--- src/rtl/usb_ep_ctrl_if.sv ---
// usb_ep_ctrl_if: transaction port between the USB core and the endpoint
// controller. The core side (master) reports transaction status and byte
// strobes. The controller side (slave) returns the handshake, the data toggle
// and the IN data.
interface usb_ep_ctrl_if;
    logic       transaction_active;
    logic [3:0] endpoint;
    logic       direction_in;
    logic       setup;
    logic [7:0] data_out;
    logic       data_strobe;
    logic       success;
    logic [1:0] handshake;
    logic       data_toggle;
    logic [7:0] data_in;
    logic       data_in_valid;

    modport master (
        output transaction_active, endpoint, direction_in, setup,
        output data_out, data_strobe, success,
        input  handshake, data_toggle, data_in, data_in_valid
    );

    modport slave (
        input  transaction_active, endpoint, direction_in, setup,
        input  data_out, data_strobe, success,
        output handshake, data_toggle, data_in, data_in_valid
    );
endinterface

--- src/rtl/usb_ep_ctrl.sv ---
// usb_ep_ctrl: shares one USB core transaction port among NUM_EP endpoints.
// Each endpoint keeps the following state: IN-armed, OUT-ready, stall, and one
// DATA0/1 toggle per direction. Core byte strobes become app buffer
// reads and writes at {ep, offset}. A done pulse reports each committed
// transaction.
// Optional feature macro: USB_EP_NAK_CNT_EN enables the saturating NAK counter
// (when the macro is undefined, nak_count is tied to zero).
// Endpoint tables are sized for the full 4-bit endpoint space. Entries at or
// above NUM_EP are never written, so they stay at zero.
module usb_ep_ctrl #(
    parameter int NUM_EP  = 4,
    parameter int MAX_PKT = 64
) (
    input  logic              clk_48,
    input  logic              rst_n,
    input  logic              usb_rst,
    usb_ep_ctrl_if.slave      core,
    input  logic              in_arm,
    input  logic [3:0]        arm_ep,
    input  logic [6:0]        in_len,
    input  logic              out_arm,
    input  logic              stall_set,
    input  logic              stall_clr,
    output logic [10:0]       buf_addr,
    input  logic [7:0]        buf_rdata,
    output logic              buf_wr,
    output logic [7:0]        buf_wdata,
    output logic              done,
    output logic [3:0]        done_ep,
    output logic              done_in,
    output logic              done_setup,
    output logic [6:0]        done_len,
    output logic              done_ovf,
    output logic [15:0]       nak_count
);

    localparam logic [4:0] NUM_EP_L  = 5'(NUM_EP);
    localparam logic [6:0] MAX_PKT_L = 7'(MAX_PKT);
    localparam logic [1:0] HS_ACK    = 2'b00;
    localparam logic [1:0] HS_NAK    = 2'b10;
    localparam logic [1:0] HS_STALL  = 2'b11;

    typedef enum logic [1:0] {
        ST_IDLE   = 2'b00,
        ST_ACTIVE = 2'b01,
        ST_COMMIT = 2'b10,
        ST_WAIT   = 2'b11
    } state_t;

    state_t      state_r;
    state_t      state_nxt_s;

    logic [15:0] armed_r;
    logic [15:0] ready_r;
    logic [15:0] stall_r;
    logic [15:0] tog_in_r;
    logic [15:0] tog_out_r;
    logic [6:0]  len_r [16];

    logic [3:0]  ep_r;
    logic        dir_r;
    logic        setup_r;
    logic [6:0]  offset_r;
    logic        ovf_r;

    logic        ep_ok_s;
    logic        ep_r_ok_s;
    logic        arm_ok_s;
    logic [1:0]  handshake_s;
    logic        toggle_s;
    logic [6:0]  offset_nxt_s;
    logic        ovf_nxt_s;
    logic        wr_s;

    assign ep_ok_s   = ({1'b0, core.endpoint} < NUM_EP_L);
    assign ep_r_ok_s = ({1'b0, ep_r} < NUM_EP_L);
    assign arm_ok_s  = ({1'b0, arm_ep} < NUM_EP_L);

    // Handshake for the transaction currently presented by the core
    always_comb begin
        handshake_s = HS_NAK;
        if (!core.transaction_active) begin
            handshake_s = HS_NAK;
        end else if (!ep_ok_s) begin
            handshake_s = HS_STALL;
        end else if (core.setup) begin
            handshake_s = HS_ACK;
        end else if (stall_r[core.endpoint]) begin
            handshake_s = HS_STALL;
        end else if (core.direction_in) begin
            handshake_s = armed_r[core.endpoint] ? HS_ACK : HS_NAK;
        end else begin
            handshake_s = ready_r[core.endpoint] ? HS_ACK : HS_NAK;
        end
    end

    // Data toggle: SETUP always uses DATA0, otherwise the per-direction bit
    always_comb begin
        toggle_s = 1'b0;
        if (core.setup) begin
            toggle_s = 1'b0;
        end else if (core.direction_in) begin
            toggle_s = tog_in_r[core.endpoint];
        end else begin
            toggle_s = tog_out_r[core.endpoint];
        end
    end

    assign core.handshake     = handshake_s;
    assign core.data_toggle   = toggle_s;
    assign core.data_in       = buf_rdata;
    assign core.data_in_valid = (state_r == ST_ACTIVE) && dir_r && (offset_r < len_r[ep_r]);

    // Byte accounting for one strobe. The offset saturates at MAX_PKT, and
    // OUT bytes beyond MAX_PKT set the overflow flag instead of being written.
    always_comb begin
        offset_nxt_s = offset_r;
        ovf_nxt_s    = ovf_r;
        wr_s         = 1'b0;
        if ((state_r == ST_ACTIVE) && core.data_strobe) begin
            if (offset_r < MAX_PKT_L) begin
                offset_nxt_s = offset_r + 7'd1;
                wr_s         = !dir_r;
            end else begin
                ovf_nxt_s    = ovf_r | !dir_r;
            end
        end else begin
            offset_nxt_s = offset_r;
        end
    end

    // Next-state logic of the transaction FSM
    always_comb begin
        state_nxt_s = state_r;
        case (state_r)
            ST_IDLE: begin
                if (core.transaction_active) begin
                    state_nxt_s = ST_ACTIVE;
                end else begin
                    state_nxt_s = ST_IDLE;
                end
            end
            ST_ACTIVE: begin
                if (core.success) begin
                    state_nxt_s = ST_COMMIT;
                end else if (!core.transaction_active) begin
                    state_nxt_s = ST_IDLE;
                end else begin
                    state_nxt_s = ST_ACTIVE;
                end
            end
            ST_COMMIT: begin
                state_nxt_s = ST_WAIT;
            end
            ST_WAIT: begin
                if (!core.transaction_active) begin
                    state_nxt_s = ST_IDLE;
                end else begin
                    state_nxt_s = ST_WAIT;
                end
            end
            default: begin
                state_nxt_s = ST_IDLE;
            end
        endcase
    end

    // FSM state register; a bus reset returns to IDLE at once
    always_ff @(posedge clk_48 or negedge rst_n) begin
        if (!rst_n) begin
            state_r <= ST_IDLE;
        end else if (usb_rst) begin
            state_r <= ST_IDLE;
        end else begin
            state_r <= state_nxt_s;
        end
    end

    // Transaction datapath: latch context, track offset, drive buffer port and done
    always_ff @(posedge clk_48 or negedge rst_n) begin
        if (!rst_n) begin
            ep_r       <= 4'd0;
            dir_r      <= 1'b0;
            setup_r    <= 1'b0;
            offset_r   <= 7'd0;
            ovf_r      <= 1'b0;
            buf_addr   <= 11'd0;
            buf_wr     <= 1'b0;
            buf_wdata  <= 8'd0;
            done       <= 1'b0;
            done_ep    <= 4'd0;
            done_in    <= 1'b0;
            done_setup <= 1'b0;
            done_len   <= 7'd0;
            done_ovf   <= 1'b0;
        end else if (usb_rst) begin
            ep_r       <= 4'd0;
            dir_r      <= 1'b0;
            setup_r    <= 1'b0;
            offset_r   <= 7'd0;
            ovf_r      <= 1'b0;
            buf_addr   <= 11'd0;
            buf_wr     <= 1'b0;
            buf_wdata  <= 8'd0;
            done       <= 1'b0;
            done_ep    <= 4'd0;
            done_in    <= 1'b0;
            done_setup <= 1'b0;
            done_len   <= 7'd0;
            done_ovf   <= 1'b0;
        end else begin
            buf_wr <= 1'b0;
            done   <= 1'b0;
            case (state_r)
                ST_IDLE: begin
                    if (core.transaction_active) begin
                        ep_r     <= core.endpoint;
                        dir_r    <= core.direction_in;
                        setup_r  <= core.setup;
                        offset_r <= 7'd0;
                        ovf_r    <= 1'b0;
                        buf_addr <= {core.endpoint, 7'd0};
                    end
                end
                ST_ACTIVE: begin
                    offset_r <= offset_nxt_s;
                    ovf_r    <= ovf_nxt_s;
                    if (wr_s) begin
                        // The OUT write lands on the offset that was just consumed
                        buf_wr    <= 1'b1;
                        buf_wdata <= core.data_out;
                        buf_addr  <= {ep_r, offset_r};
                    end else if (dir_r) begin
                        // The IN read address runs ahead to the next byte
                        buf_addr  <= {ep_r, offset_nxt_s};
                    end
                    if (core.success) begin
                        done       <= 1'b1;
                        done_ep    <= ep_r;
                        done_in    <= dir_r;
                        done_setup <= setup_r;
                        done_len   <= offset_nxt_s;
                        done_ovf   <= ovf_nxt_s;
                    end
                end
                default: begin
                    offset_r <= offset_r;
                end
            endcase
        end
    end

    // Per-endpoint status: app requests first, then COMMIT clears override them
    always_ff @(posedge clk_48 or negedge rst_n) begin
        if (!rst_n) begin
            armed_r   <= 16'd0;
            ready_r   <= 16'd0;
            stall_r   <= 16'd0;
            tog_in_r  <= 16'd0;
            tog_out_r <= 16'd0;
            for (int i = 0; i < 16; i++) begin
                len_r[i] <= 7'd0;
            end
        end else if (usb_rst) begin
            armed_r   <= 16'd0;
            ready_r   <= 16'd0;
            stall_r   <= 16'd0;
            tog_in_r  <= 16'd0;
            tog_out_r <= 16'd0;
            for (int i = 0; i < 16; i++) begin
                len_r[i] <= 7'd0;
            end
        end else begin
            if (in_arm && arm_ok_s && !armed_r[arm_ep]) begin
                armed_r[arm_ep] <= 1'b1;
                len_r[arm_ep]   <= in_len;
            end
            if (out_arm && arm_ok_s && !ready_r[arm_ep]) begin
                ready_r[arm_ep] <= 1'b1;
            end
            if (stall_set && arm_ok_s) begin
                stall_r[arm_ep] <= 1'b1;
            end else if (stall_clr && arm_ok_s) begin
                stall_r[arm_ep] <= 1'b0;
            end
            if ((state_r == ST_COMMIT) && ep_r_ok_s) begin
                if (setup_r) begin
                    tog_out_r[ep_r] <= 1'b1;
                    tog_in_r[ep_r]  <= 1'b1;
                    stall_r[ep_r]   <= 1'b0;
                    ready_r[ep_r]   <= 1'b0;
                    armed_r[ep_r]   <= 1'b0;
                end else if (dir_r) begin
                    tog_in_r[ep_r]  <= ~tog_in_r[ep_r];
                    armed_r[ep_r]   <= 1'b0;
                end else begin
                    tog_out_r[ep_r] <= ~tog_out_r[ep_r];
                    ready_r[ep_r]   <= 1'b0;
                end
            end
        end
    end

`ifdef USB_EP_NAK_CNT_EN
    logic [15:0] nak_cnt_r;

    // Count transactions that enter ACTIVE with a NAK handshake, saturating
    always_ff @(posedge clk_48 or negedge rst_n) begin
        if (!rst_n) begin
            nak_cnt_r <= 16'd0;
        end else if (usb_rst) begin
            nak_cnt_r <= 16'd0;
        end else if ((state_r == ST_IDLE) && core.transaction_active &&
                     (handshake_s == HS_NAK) && (nak_cnt_r != 16'hFFFF)) begin
            nak_cnt_r <= nak_cnt_r + 16'd1;
        end else begin
            nak_cnt_r <= nak_cnt_r;
        end
    end

    assign nak_count = nak_cnt_r;
`else
    assign nak_count = 16'd0;
`endif

endmodule
--- src/flat_wrapper.sv ---
// flat-port wrapper written by rule: the top's interface ports become plain ports
module usb_ep_ctrl_flat 
#(
    parameter int NUM_EP  = 4,
    parameter int MAX_PKT = 64
)
  (clk_48, rst_n, usb_rst, in_arm, arm_ep, in_len, out_arm, stall_set, stall_clr, buf_addr, buf_rdata, buf_wr, buf_wdata, done, done_ep, done_in, done_setup, done_len, done_ovf, nak_count, core_transaction_active, core_endpoint, core_direction_in, core_setup, core_data_out, core_data_strobe, core_success, core_handshake, core_data_toggle, core_data_in, core_data_in_valid);
  usb_ep_ctrl_if core_i ();
  input  logic clk_48;
  input  logic rst_n;
  input  logic usb_rst;
  input  logic in_arm;
  input  logic [3:0] arm_ep;
  input  logic [6:0] in_len;
  input  logic out_arm;
  input  logic stall_set;
  input  logic stall_clr;
  output logic [10:0] buf_addr;
  input  logic [7:0] buf_rdata;
  output logic buf_wr;
  output logic [7:0] buf_wdata;
  output logic done;
  output logic [3:0] done_ep;
  output logic done_in;
  output logic done_setup;
  output logic [6:0] done_len;
  output logic done_ovf;
  output logic [15:0] nak_count;
  input wire logic [$bits(core_i.transaction_active)-1:0] core_transaction_active;
  input wire logic [$bits(core_i.endpoint)-1:0] core_endpoint;
  input wire logic [$bits(core_i.direction_in)-1:0] core_direction_in;
  input wire logic [$bits(core_i.setup)-1:0] core_setup;
  input wire logic [$bits(core_i.data_out)-1:0] core_data_out;
  input wire logic [$bits(core_i.data_strobe)-1:0] core_data_strobe;
  input wire logic [$bits(core_i.success)-1:0] core_success;
  output wire logic [$bits(core_i.handshake)-1:0] core_handshake;
  output wire logic [$bits(core_i.data_toggle)-1:0] core_data_toggle;
  output wire logic [$bits(core_i.data_in)-1:0] core_data_in;
  output wire logic [$bits(core_i.data_in_valid)-1:0] core_data_in_valid;
  assign core_i.transaction_active = core_transaction_active;
  assign core_i.endpoint = core_endpoint;
  assign core_i.direction_in = core_direction_in;
  assign core_i.setup = core_setup;
  assign core_i.data_out = core_data_out;
  assign core_i.data_strobe = core_data_strobe;
  assign core_i.success = core_success;
  assign core_handshake = core_i.handshake;
  assign core_data_toggle = core_i.data_toggle;
  assign core_data_in = core_i.data_in;
  assign core_data_in_valid = core_i.data_in_valid;
  usb_ep_ctrl #(.NUM_EP(NUM_EP), .MAX_PKT(MAX_PKT)) u_core (.clk_48(clk_48), .rst_n(rst_n), .usb_rst(usb_rst), .core(core_i), .in_arm(in_arm), .arm_ep(arm_ep), .in_len(in_len), .out_arm(out_arm), .stall_set(stall_set), .stall_clr(stall_clr), .buf_addr(buf_addr), .buf_rdata(buf_rdata), .buf_wr(buf_wr), .buf_wdata(buf_wdata), .done(done), .done_ep(done_ep), .done_in(done_in), .done_setup(done_setup), .done_len(done_len), .done_ovf(done_ovf), .nak_count(nak_count));
endmodule
--- config.mk ---
export PLATFORM = sky130hd
export DESIGN_NAME = usb_ep_ctrl_flat
export DESIGN_NICKNAME = d
export VERILOG_FILES = /design/src/rtl/usb_ep_ctrl_if.sv /design/src/rtl/usb_ep_ctrl.sv /design/src/flat_wrapper.sv
export SDC_FILE = /design/constraint.sdc
export NUM_CORES = 1
export LEC_CHECK = 0
export CORE_MARGIN = 4
export CORE_UTILIZATION = 58
export CTS_BUF_LIST = sky130_fd_sc_hd__clkbuf_8
export DETAILED_ROUTE_END_ITERATION = 10
export GPL_TIMING_DRIVEN = 0
export PLACE_DENSITY = 0.91
export SYNTH_ARGS = -nofsm -noshare
export SYNTH_HDL_FRONTEND = slang
export SYNTH_SLANG_ARGS = --single-unit
--- constraint.sdc ---
create_clock -name clk_48 -period 4.37 [get_ports clk_48]
set_input_delay 1.311 -clock clk_48 [delete_from_list [all_inputs] [get_ports clk_48]]
set_output_delay 1.311 -clock clk_48 [all_outputs]
set_load 0.05 [all_outputs]
==> results of run 1 <==
per-stage QoR:
stage,power (mW),util (%),instances,hold slack (ps)
6_report,4.136,71.83,1199,490.2
4_1_cts,4.144,71.71,1199,490.6
5_1_grt,4.292,71.83,1199,508.9
3_5_place_dp,2.475,66.12,1125,476.1
3_3_place_gp,2.463,65.93,1124,462.1
2_1_floorplan,2.300,-,824,457.3
cell usage after synthesis (3+ instances only):
| library cell | count | area, sq um |
|---|---|---|
| o21ai_0 | 22 | 110.1 |
| mux2i_1 | 57 | 570.6 |
| nand3b_1 | 3 | 22.52 |
| a21oi_1 | 30 | 150.1 |
| and2_1 | 3 | 18.77 |
| nand4_1 | 5 | 31.28 |
| ha_1 | 7 | 87.58 |
| nor2b_1 | 122 | 763.2 |
| o211ai_1 | 3 | 22.52 |
| nand3_1 | 7 | 35.03 |
| mux2_2 | 4 | 45.04 |
| o22ai_1 | 4 | 25.02 |
| dfrtp_1 | 209 | 5230 |
| nor2_1 | 66 | 247.7 |
| buf_4 | 27 | 202.7 |
| a31oi_1 | 4 | 25.02 |
| a22o_1 | 10 | 87.58 |
| xnor2_1 | 5 | 43.79 |
| o31ai_1 | 7 | 52.55 |
| nand2_1 | 36 | 135.1 |
| nor3_1 | 6 | 30.03 |
| buf_6 | 4 | 45.04 |
| o2111ai_1 | 3 | 26.28 |
| inv_1 | 13 | 48.80 |
| buf_2 | 10 | 50.05 |
| mux4_2 | 47 | 1059 |
| clkbuf_1 | 36 | 135.1 |
| a21o_1 | 4 | 30.03 |
| buf_1 | 6 | 22.52 |
| nand2b_1 | 7 | 43.79 |
| or2_2 | 3 | 18.77 |
flip-flops by register name, summed over array words and instances (netlist names), 2 cells and up:
name and cells:
u_core.stall_r 4, u_core.tog_out_r 16, u_core.len_r 112, u_core.state_r 2, u_core.armed_r 4, u_core.ready_r 6
u_core.buf_addr 11, u_core.ep_r 4, u_core.buf_wdata 8, u_core.done_ep 4, u_core.done_len 7, u_core.offset_r 7
u_core.tog_in_r 16
critical path: stages (launching register included):
cell and delay, ps:
dfrtp_1 340, buf_6 140, buf_12 140, mux4_2 530, mux4_2 510, inv_2 90
ha_4 200, a21o_1 150, a21o_1 180, a2111oi_4 300, o41a_2 260, buf_8 160
kinds of logic after synthesis:
| logic type | after synthesis | share of synthesized area, % |
|---|---|---|
| other cells | 1 | 0.03827 |
| compound gates | 109 | 7.610 |
| fa+ha+maj | 7 | 0.8937 |
| simple gates | 274 | 15.41 |
| xor+xnor | 5 | 0.4469 |
| mux | 108 | 17.08 |
| buf+inv | 96 | 5.146 |
| flops | 209 | 53.37 |
final cells by class:
cell class                      instances  area share [%]
Sequential cell                       209           43.91
Multi-Input combinational cell        519           35.25
Timing Repair Buffer                   96           8.057
Clock buffer                           44           5.084
Buffer                                 83           4.422
Tap cell                              220           2.311
Clock inverter                         15          0.5567
Inverter                               13          0.4097
timing repair:
| action | 4_1_cts | 5_1_grt |
|---|---|---|
| pin swaps | 4 | 1 |
| resized for setup | 62 | 3 |
| endpoints found under the hold margin | 0 | 0 |
| setup endpoints to repair | 4 | 1 |
| setup buffers | 15 | 0 |
routing by layer:
layer | GRT usage [%] | up-vias | wire, um
li1 | - | 3107 | -
met1 | 35.11 | 3608 | 9519
met2 | 45.55 | 341 | 12320
met3 | 4.862 | 64 | 1900
met4 | 10.21 | 0 | 713
met5 | 0 | - | 0
power groups by stage:
| stage | Combinational (mW) | Clock, mW | Sequential [mW] |
|---|---|---|---|
| after floorplan | 0.263 | 0 | 2.04 |
| after global placement | 0.451 | 0 | 2.01 |
| after detailed placement | 0.464 | 0 | 2.01 |
| after CTS | 0.489 | 1.68 | 1.98 |
| after global routing | 0.531 | 1.78 | 1.98 |
| final | 0.494 | 1.66 | 1.98 |
worst paths after layout:
kind,start,endpoint
setup reg to reg,u_core.offset_r[6],u_core.buf_addr[3]
hold reg to reg,u_core.buf_addr[8],u_core.buf_addr[8]
min in group asynchronous,rst_n,u_core.done_len[1]
setup / recovery,u_core.ep_r[0],core_data_in_valid
hold / removal,u_core.buf_addr[8],u_core.buf_addr[8]
max in group asynchronous,rst_n,u_core.tog_in_r[13]
==> flow_metrics.py, run 1 <==
metrics = {
    "final_layout": {
        "final_common_cell": "dfrtp_1",
        "final_area_sq_mm": 0.01191,
        "regArea_sq_mm": 0.005230,
        "nets": 1007,
        "multi_input_area_sq_mm": 0.004199,
        "diodes": 0,
        "layout-drive-gt1-share_pct": 19.20,
        "final_cell_mix": "dfrtp_1, nor2b_1, clkdlybuf4s50_1, nor2_1, mux2i_1",
        "syn_to_final_growth_pct": 21.55,
        "fillCellCount": 1093,
    },
    "power_and_ir_drop": {
        "p_comb_share_pct": 11.9,
        "power.leakage_nw": 5.415,
        "switching_share_pct": 26.42,
        "p_clk_share_pct": 40.2,
        "internal_power_mw": 3.043,
        "powerDensity_mw_per_mm2": 347.2,
        "switchingPower_mw": 1.093,
        "ir_drop_uv": 316.9,
        "p_seq_share_pct": 47.8,
    },
    "global_routing": {
        "overflow": 0,
        "grt_util_all_layers_pct": 26.95,
        "antenna_found_initial": 0,
        "grt_pass1_vias": 7714,
        "grt_pass1_wl_mm": 39.74,
        "grt_max_degree": 118,
    },
    "placed_design": {
        "place_area_sq_mm": 0.01097,
        "port_buffers": 80,
        "pre_cts_slack_ps": -1262,
        "gp_congestion": 0.9148,
        "place_hpwl_mm": 16.73,
    },
    "critical_path": {
        "crit_fanout": 7,
        "rr_worst_depth": 6,
        "setup.worst_path.class": "flip-flop to primary output",
        "cp.arrival_ps": 3530,
        "endpoint_kind": "primary output",
        "cp.required_ps": 3060,
        "worstSetupStartpointType": "flip-flop",
        "r2r_slack_ps": 2240,
    },
    "routing": {
        "first_pass_iters": 6,
        "via_per_inst": 5.938,
        "wl_mm": 24.45,
        "drt_iter0_drc": 656,
        "drtAntennaViolNets": 0,
        "routedWlPerCell_um": 20.39,
        "remaining_drc_errors": 0,
        "vias": 7120,
    },
    "clocking": {
        "clock_path_buffers": 3,
        "hold_buffers": 0,
        "clock_latency_ps": 520,
        "cts.sinks": 209,
        "root_buffer": "clkbuf_8",
        "cts_tree": "built",
        "cts_inserted_buffers": 35,
        "cts.clk_slew.worst_paths_ps": 60,
        "htreeDepth": 2,
    },
    "timing": {
        "setup_ws_ps": -475.6,
        "finalSetupViolCount": 1,
        "finalClockSkew_ps": 18.08,
        "drv_slew": 0,
        "max_freq_ghz": 0.2064,
        "rsz0062_at_grt": "yes",
        "fin_crit_sh_pct": 110.9,
        "fin_crit_ps": 4846,
        "relSlewSlack_pct": 47.19,
        "final.setup.tns_ps": -475.6,
        "worst_pin_slew_ps": 789.3,
        "hold_viol": 0,
    },
    "yosys": {
        "yosysWarnings": 0,
        "synth_edf_count": 0,
        "ys_seq_area_share_pct": 53.37,
        "syn_avg_cell_area_sq_um": 12.11,
        "synthArstFlopShare_pct": 100.0,
        "ys.flop_type": "dfrtp_1",
        "syn-cell-area_sq_mm": 0.009799,
        "synth_cells": 809,
        "ys_ff_latch": 209,
        "synthDistinctLibCells": 64,
    },
    "run_status": {
        "failed_checks": "negative setup slack",
        "status": "finished, violations left",
    },
    "floorplanning": {
        "initial_utilization_pct": 59.09,
        "ios": 106,
        "die_h_um": 138.0,
        "die-area_sq_mm": 0.01904,
        "num_rows": 47,
        "die_w_um": 138.0,
        "fp.coreArea_sq_mm": 0.01658,
    },
    "worst_hold_path": {
        "hold_class": "flip-flop to flip-flop",
        "whs_path_depth": 2,
    },
    "run": {
        "drv_cap": 0,
    },
}
No activity file was read; power rests on OpenSTA's default activity.
==> inputs of run 2 (changes only) <==
--- a/config.mk
+++ b/config.mk
@@ -11,6 +11,7 @@
 export DETAILED_ROUTE_END_ITERATION = 10
 export GPL_TIMING_DRIVEN = 0
 export PLACE_DENSITY = 0.91
+export SETUP_SLACK_MARGIN = 0.02
 export SYNTH_ARGS = -nofsm -noshare
 export SYNTH_HDL_FRONTEND = slang
 export SYNTH_SLANG_ARGS = --single-unit
==> constraint.sdc (replaced) <==
create_clock -name clk_48 -period 4.7 [get_ports clk_48]
set_input_delay 1.41 -clock clk_48 [delete_from_list [all_inputs] [get_ports clk_48]]
set_output_delay 1.41 -clock clk_48 [all_outputs]
set_load 0.05 [all_outputs]
==> flow_metrics.py, run 2 (synthesis results as in run 1) <==
metrics = {
    "final_layout": {
        "largest_register": "u_core.len_r",
        "finalNonFillerCells": 1197,
        "diodes": 0,
        "final_area_sq_mm": 0.01188,
        "top_regs": "u_core.len_r (112), u_core.tog_in_r (16), u_core.tog_out_r (16)",
        "largest_reg_flops": 112,
        "nets": 1005,
        "final_common_cell": "dfrtp_1",
        "final_cell_mix": "dfrtp_1, nor2b_1, clkdlybuf4s50_1, nor2_1, mux2i_1",
        "fillCellCount": 1106,
        "layout-drive-gt1-share_pct": 18.12,
        "syn_to_final_growth_pct": 21.20,
    },
    "timing": {
        "worst_pin_slew_ps": 740.0,
        "hold_viol": 0,
        "setup_ws_ps": -378.4,
        "finalClockSkew_ps": 28.56,
        "fin_crit_sh_pct": 108.1,
        "final.setup.tns_ps": -378.4,
        "finalSetupViolCount": 1,
        "rsz0062_at_grt": "yes",
        "relSlewSlack_pct": 50.29,
        "max_freq_ghz": 0.1969,
        "drv_slew": 0,
        "fin_crit_ps": 5078,
    },
    "power_and_ir_drop": {
        "power.leakage_nw": 5.411,
        "ir_drop_uv": 283.0,
        "internal_power_mw": 2.861,
        "p_seq_share_pct": 47.7,
        "switchingPower_mw": 0.9991,
        "switching_share_pct": 25.88,
        "powerDensity_mw_per_mm2": 325.0,
        "p_clk_share_pct": 40.6,
        "p_comb_share_pct": 11.8,
    },
    "run": {
        "drv_cap": 0,
    },
    "global_routing": {
        "grt_util_all_layers_pct": 25.53,
        "overflow": 0,
        "antenna_found_initial": 0,
        "grt_pass1_vias": 7180,
        "grt_pass1_wl_mm": 37.47,
        "grt_max_degree": 123,
    },
    "placed_design": {
        "place_hpwl_mm": 16.15,
        "dp.cells": 1125,
        "pre_cts_slack_ps": -1071,
        "port_buffers": 80,
        "place_area_sq_mm": 0.01096,
        "gp_congestion": 0.8957,
    },
    "routing": {
        "vias": 6969,
        "first_pass_iters": 7,
        "drtAntennaViolNets": 0,
        "wl_met3_mm": 1.584,
        "remaining_drc_errors": 0,
        "drt_iter0_drc": 540,
        "routedWlPerCell_um": 19.96,
        "wl_met1_mm": 9.755,
        "wl_mm": 23.89,
        "wl_met2_mm": 11.72,
        "via_per_inst": 5.822,
        "highest_layer": "met4",
    },
    "clocking": {
        "htreeDepth": 2,
        "cts.sinks": 209,
        "cts_tree": "built",
        "clock_latency_ps": 520,
        "cts_inserted_buffers": 35,
        "cts.clk_slew.worst_paths_ps": 60,
        "clock_path_buffers": 3,
        "root_buffer": "clkbuf_8",
    },
    "floorplanning": {
        "ios": 106,
        "num_rows": 47,
        "die_w_um": 138.0,
        "fp.coreArea_sq_mm": 0.01658,
        "die-area_sq_mm": 0.01904,
        "initial_utilization_pct": 59.09,
        "die_h_um": 138.0,
    },
    "critical_path": {
        "cp_slowest_cell": "mux4_2",
        "cp.required_ps": 3290,
        "rr_worst_depth": 6,
        "endpoint_kind": "primary output",
        "setup.worst_path.class": "flip-flop to primary output",
        "slowest_delay_ps": 530,
        "worstPathCellList": "buf_8 > buf_12 > mux4_2 > mux4_2 > inv_2 > ha_4 > a21o_1 > a21o_1 > a2111oi_4 > o41a_1 > buf_6",
        "crit_fanout": 7,
        "cp_top_family": "multiplexers",
        "cp.arrival_ps": 3670,
        "path_buf_inv": 4,
        "worstSetupStartpointType": "flip-flop",
        "crit_cells": 11,
    },
    "run_status": {
        "status": "finished, violations left",
        "failed_checks": "negative setup slack",
    },
    "worst_hold_path": {
        "whs_path_depth": 2,
        "hold_class": "flip-flop to flip-flop",
    },
}
run 2: cell type report:
type,count,area (sq um),area share [%]
Buffer,83,515.5,4.340
Tap cell,220,275.3,2.318
Inverter,13,48.80,0.4109
Clock inverter,16,86.33,0.7269
Sequential cell,209,5230,44.04
Clock buffer,43,591.8,4.983
Multi-Input combinational cell,519,4178,35.18
Timing Repair Buffer,94,950.9,8.007
run 2: worst paths after layout:
check                                    from  slack [ps]                  to
max                            u_core.ep_r[0]        -380  core_data_in_valid
min                        u_core.buf_addr[2]         480  u_core.buf_addr[2]
max reg2reg                u_core.offset_r[6]        2630  u_core.buf_addr[3]
min reg2reg                u_core.buf_addr[2]         480  u_core.buf_addr[2]
max in group asynchronous               rst_n        2750    u_core.len_r[36]
min in group asynchronous               rst_n         910  u_core.done_len[1]
run 2: stage by stage:
stage	util, %	total power [mW]	hold slack, ps
6_report	71.62	3.860	477.4
5_1_grt	71.62	4.010	495.1
4_1_cts	71.22	3.874	482.3
3_5_place_dp	66.12	2.300	470.1
3_3_place_gp	65.92	2.291	460.6
2_1_floorplan	-	2.138	457.3
run 2: worst min-delay path, cell delays in order, from the launching register on:
cell and delay, ps:
dfrtp_1 340, nand2_1 40, o21ai_0 60
run 2: power by group through the flow:
| stage | registers (mW) | clock network, mW | logic [mW] |
|---|---|---|---|
| final | 1.84 | 1.57 | 0.454 |
| after global routing | 1.84 | 1.68 | 0.487 |
| after CTS | 1.84 | 1.59 | 0.448 |
| after detailed placement | 1.87 | 0 | 0.430 |
| after global placement | 1.87 | 0 | 0.420 |
| after floorplan | 1.89 | 0 | 0.244 |
run 2: per-layer routing:
layer  global-route usage, %  vias to the layer above
met3                   4.463                       77
met5                       0                        -
met1                   34.55                     3491
met2                   41.00                      306
met4                   11.36                        0
li1                        -                     3095
run 2: timing repair:
action                     CTS  global route
pin swaps                    6             5
hold endpoints to repair     0             0
resized for setup           48             7
setup endpoints to repair    4             2
buffers inserted             9             4
hold buffers                 0             0
==> inputs of run 3 (changes only) <==
--- a/config.mk
+++ b/config.mk
@@ -6,11 +6,11 @@
 export NUM_CORES = 1
 export LEC_CHECK = 0
 export CORE_MARGIN = 4
-export CORE_UTILIZATION = 58
+export CORE_UTILIZATION = 53
 export CTS_BUF_LIST = sky130_fd_sc_hd__clkbuf_8
 export DETAILED_ROUTE_END_ITERATION = 10
 export GPL_TIMING_DRIVEN = 0
-export PLACE_DENSITY = 0.91
+export PLACE_DENSITY = 0.88
 export SETUP_SLACK_MARGIN = 0.02
 export SYNTH_ARGS = -nofsm -noshare
 export SYNTH_HDL_FRONTEND = slang
==> constraint.sdc (replaced) <==
create_clock -name clk_48 -period 4.6 [get_ports clk_48]
set_input_delay 1.38 -clock clk_48 [delete_from_list [all_inputs] [get_ports clk_48]]
set_output_delay 1.38 -clock clk_48 [all_outputs]
set_load 0.05 [all_outputs]
==> flow_metrics.py, run 3 (synthesis results as in run 1) <==
metrics = {
    "placed_design": {
        "dp.cells": 1135,
        "gp_congestion": 0.9421,
        "place_hpwl_mm": 16.14,
        "place_area_sq_mm": 0.01100,
        "port_buffers": 80,
    },
    "global_routing": {
        "grt_pass1_vias": 7407,
        "overflow": 0,
        "antenna_found_initial": 0,
        "grt_util_all_layers_pct": 24.03,
        "grt_pass1_wl_mm": 39.03,
        "grt_max_degree": 82,
    },
    "critical_path": {
        "worstSetupStartpointType": "flip-flop",
        "endpoint_kind": "primary output",
        "cp_slowest_cell": "mux4_2",
        "cp.arrival_ps": 3620,
        "crit_fanout": 8,
        "slowest_delay_ps": 530,
        "cp.required_ps": 3220,
        "setup.worst_path.class": "flip-flop to primary output",
        "worstPathCellList": "buf_8 > buf_12 > buf_12 > mux4_2 > mux4_2 > inv_2 > ha_4 > a21o_1 > a2111oi_4 > o41a_1 > buf_6",
    },
    "final_layout": {
        "finalNonFillerCells": 1218,
        "final_common_cell": "dfrtp_1",
        "layout-drive-gt1-share_pct": 20.12,
        "largest_reg_flops": 112,
        "diodes": 0,
        "final_area_sq_mm": 0.01209,
        "post-route-util_pct": 66.86,
        "nets": 1012,
        "largest_register": "u_core.len_r",
        "top_regs": "u_core.len_r (112), u_core.tog_in_r (16), u_core.tog_out_r (16)",
        "final_cell_mix": "dfrtp_1, nor2b_1, clkdlybuf4s50_1, nor2_1, mux2i_1",
        "syn_to_final_growth_pct": 23.40,
    },
    "routing": {
        "vias": 7043,
        "wl_mm": 24.22,
        "drtAntennaViolNets": 0,
        "first_pass_iters": 5,
        "routedWlPerCell_um": 19.88,
        "remaining_drc_errors": 0,
        "via_per_inst": 5.782,
        "drt_iter0_drc": 650,
    },
    "run_status": {
        "status": "finished, violations left",
        "failed_checks": "negative setup slack",
    },
    "timing": {
        "relSlewSlack_pct": 47.99,
        "worst_pin_slew_ps": 774.3,
        "final.setup.tns_ps": -403.8,
        "fin_crit_ps": 5004,
        "hold_viol": 0,
        "finalSetupViolCount": 1,
        "rsz0062_at_grt": "yes",
        "fin_crit_sh_pct": 108.8,
        "drv_slew": 0,
        "setup_ws_ps": -403.8,
        "finalClockSkew_ps": 15.88,
        "max_freq_ghz": 0.1998,
    },
    "floorplanning": {
        "num_rows": 49,
        "die-area_sq_mm": 0.02073,
        "initial_utilization_pct": 54.18,
        "ios": 106,
        "die_w_um": 144.0,
        "fp.coreArea_sq_mm": 0.01809,
        "die_h_um": 144.0,
    },
    "power_and_ir_drop": {
        "p_total_mw": 4.153,
        "ir_drop_uv": 456.6,
        "powerDensity_mw_per_mm2": 343.4,
        "power.leakage_nw": 5.485,
    },
    "clocking": {
        "cts_tree": "built",
        "htreeDepth": 2,
        "root_buffer": "clkbuf_8",
        "cts.clk_slew.worst_paths_ps": 60,
        "cts.sinks": 209,
        "clock_path_buffers": 3,
        "clock_latency_ps": 530,
        "cts_inserted_buffers": 35,
    },
    "run": {
        "drv_cap": 0,
    },
    "worst_hold_path": {
        "hold_class": "flip-flop to flip-flop",
    },
}
[run 3: changes by cell type in the layout (fill, tap and decap cells not counted), moves of 2 or more]
cell	before	now
inv_2	3	5
clkbuf_8	43	49
buf_8	4	2
buf_4	40	44
inv_1	25	18
buf_6	6	8
clkinvlp_4	0	3
[run 3: routing by layer]
metal | vias to the layer above | wire length [um] | track usage [%]
met1 | 3560 | 9889 | 31.57
met3 | 63 | 1584 | 4.431
met2 | 305 | 11990 | 40.03
met4 | 0 | 751 | 9.366
li1 | 3115 | - | -
met5 | - | 0 | 0
[run 3: path summary, 6_finish.rpt]
path	start	cells past startpoint	slack (ps)	end
min reg2reg	u_core.done_len[2]	2	470	u_core.done_len[2]
max	u_core.ep_r[0]	11	-400	core_data_in_valid
min	u_core.done_len[2]	2	470	u_core.done_len[2]
max in group asynchronous	rst_n	3	2700	u_core.len_r[33]
max reg2reg	u_core.offset_r[6]	6	2530	u_core.buf_addr[3]
min in group asynchronous	rst_n	1	780	u_core.done_len[5]
[run 3: repair_timing]
action,in CTS,in global routing
resized for setup,55,9
setup endpoints to repair,4,4
hold buffers,0,0
pin swaps,5,2
setup buffers,16,3
[run 3: per-stage QoR]
stage               hold slack [ps]  worst slack [ps]
CTS                           483.0            -380.2
global placement              461.5             -6249
detailed placement            469.8             -1080
finish                        473.7            -403.8
floorplan                     457.3             20.25
global route                  503.2            -434.7
[run 3: cell type report]
class / count / area [sq um]
inverters: 13 / 48.80
multi-input cells: 519 / 4198
clock inverters: 16 / 125.1
well taps: 229 / 286.5
clock buffers: 48 / 660.6
plain buffers: 83 / 530.5
fillers: 1252 / 5993
repair buffers: 101 / 1013
flip-flops and latches: 209 / 5230
[run 3: report_power, final]
part	internal (mW)	total (mW)	switching [mW]	leakage (nW)
logic	0.177	0.476	0.299	2.15
registers	1.86	1.88	0.0175	2.91
clock network	1.04	1.80	0.754	0.431
total	3.08	4.15	1.07	5.48
[run 3: critical path, delay by kind of cell, from the launching register on]
kind / cells / cell delay, ps
buffers and inverters: 5 / 670
adders and majority gates: 1 / 210
DFF: 1 / 360
AOI/OAI and AO/OA: 3 / 790
muxes: 2 / 1040
==> variant, RTL diff (settings of run 3) <==
The option `USB_EP_NAK_CNT_EN` is turned on by a define.
--- a/src/rtl/usb_ep_ctrl.sv
+++ b/src/rtl/usb_ep_ctrl.sv
@@ -8,4 +8,6 @@
 // Endpoint tables are sized for the full 4-bit endpoint space. Entries at or
 // above NUM_EP are never written, so they stay at zero.
+`define USB_EP_NAK_CNT_EN
+
 module usb_ep_ctrl #(
     parameter int NUM_EP  = 4,
Behaviour: not the same (Yosys sat finds a counterexample within 4 cycles, from zero or initial values and one cycle with rst_n low).
==> variant against run 3 <==
  * The run still ends with negative setup slack left
  * Utilization decreased by 1.0 points
  * Critical endpoint unchanged
  * First-iteration DRC count decreased by 20%
  * Total power increased by 1.7%
  * Register-to-register slack got worse by 0.51 ns
  * Synthesized area increased by 8.0%
  * Global-route usage decreased by 0.079 points
  * Die area increased by 7.6%
  * Cell count increased by 11%
  * Sequential power increased by 8%
  * Worst setup slack improved by 0.28 ns
  * Routed wire length increased by 9.4%
  * Final area increased by 6.3%
  * Highest routed layer unchanged
  * Critical path type unchanged
  * Sequential cell count increased by 16
  * Worst hold slack improved by 0.0095 ns
==> variant: results (changes against run 3) <==
syn_inst: 920  # +14%
seq_share_pct: 43.8  # +0.56 points
rr_endpoint: "u_core.tog_out_r[3]"
track_usage_pct: 23.9  # -0.079 points
wl_met3_um: 2100  # +33%
whs_ns: 0.483  # +0.00945 ns
leakagePower_nw: 5.64  # +2.9%
io_buffer_count: 95  # +19%
fin_tns_setup_ns: -0.128  # +0.276 ns
worstPathArrival_ns: 3.35  # -0.27 ns
place_ws_ns: -1.13  # -0.0535 ns
placed_area_sq_um: 11900  # +8.2%
outcome: "finished with violations"
n_clock_buffer: 50  # +4.2%
multi_input_area_sq_um: 4560  # +8.7%
vias: 8039  # +14%
cts.sinks: 225  # +7.7%
grt_pass1_vias: 8296  # +12%
buffers_excl_clock: 182  # -1.1%
fin_ws_ns: -0.128  # +0.276 ns
final-setup-viol-count: 1  # unchanged
wl_met1_um: 10400  # +5.2%
worstHoldEndpoint: "u_core.buf_addr[3]"
grt_max_degree: 127  # +55%
power.density_nw_per_um2: 328  # -4.3%
min_from: "u_core.buf_addr[3]"
wirelength_um: 26500  # +9.4%
met2_length_um: 12900  # +7.4%
worstReg2RegStart: "u_core.ep_r[3]"
fin_skew_ns: 0.0117  # -0.00422 ns
violations: "negative setup slack"
synth_xor_xnor_area_share_pct: 0.579  # +0.13 points
fin_nets: 1117  # +10%
synth_area_leaders: "dfrtp_1, mux4_2, nor2b_1, mux2i_1, nand2_1"
variant: changes by cell type after synthesis, sizes merged, moves of 6 or more:
cell    change
nor2b       +7
a211oi      +6
buf        -20
a22o        -9
o21ai      +21
a21oi      +20
clkbuf     +11
inv         +8
nand2      +42
mux2i      -20
dfrtp      +16
or3         +8
variant: how the worst max path moves through the flow:
stage / startpoint / end / cells after the start
after floorplan: u_core.ep_r[0] / core_data_in_valid / 11
after detailed placement: core_endpoint[1] / core_data_toggle / 7
after global routing: u_core.ep_r[0] / core_data_in_valid / 10
after global placement: rst_n / u_core.len_r[111] / 1
final: u_core.ep_r[0] / core_data_in_valid / 10
after CTS: u_core.ep_r[0] / core_data_in_valid / 11
variant: power by group:
| group | switching [mW] | internal, mW |
|---|---|---|
| clock | 0.769 | 0.962 |
| combinational | 0.294 | 0.165 |
| sequential | 0.0258 | 2.01 |
variant: what timing repair did:
| action | CTS | global route |
|---|---|---|
| gates cloned | 0 | 0 |
| gates resized for setup | 50 | 7 |
| setup buffers | 6 | 10 |
| pin swaps | 2 | 4 |
| endpoints found under the setup margin | 4 | 3 |
variant: layer usage:
layer  GRT usage, %  vias up
met1           30.5     4047
met2           39.2      389
met4           11.4        0
met5              0        -
met3           5.41       92
li1               -     3511
variant: cell families after synthesis:
kind of cell | count (synthesis)
buf+inv | 96
compound gates | 146
simple gates | 343
xor+xnor | 7
mux | 95
flops | 225
fa+ha+maj | 8
variant: worst min-delay path: cells and delay by family (launching register included):
kind             cells  cell delay [ns]
AO/OA/AOI/OAI        1             0.06
AND/OR/NAND/NOR      1             0.05
flip-flops           1             0.34
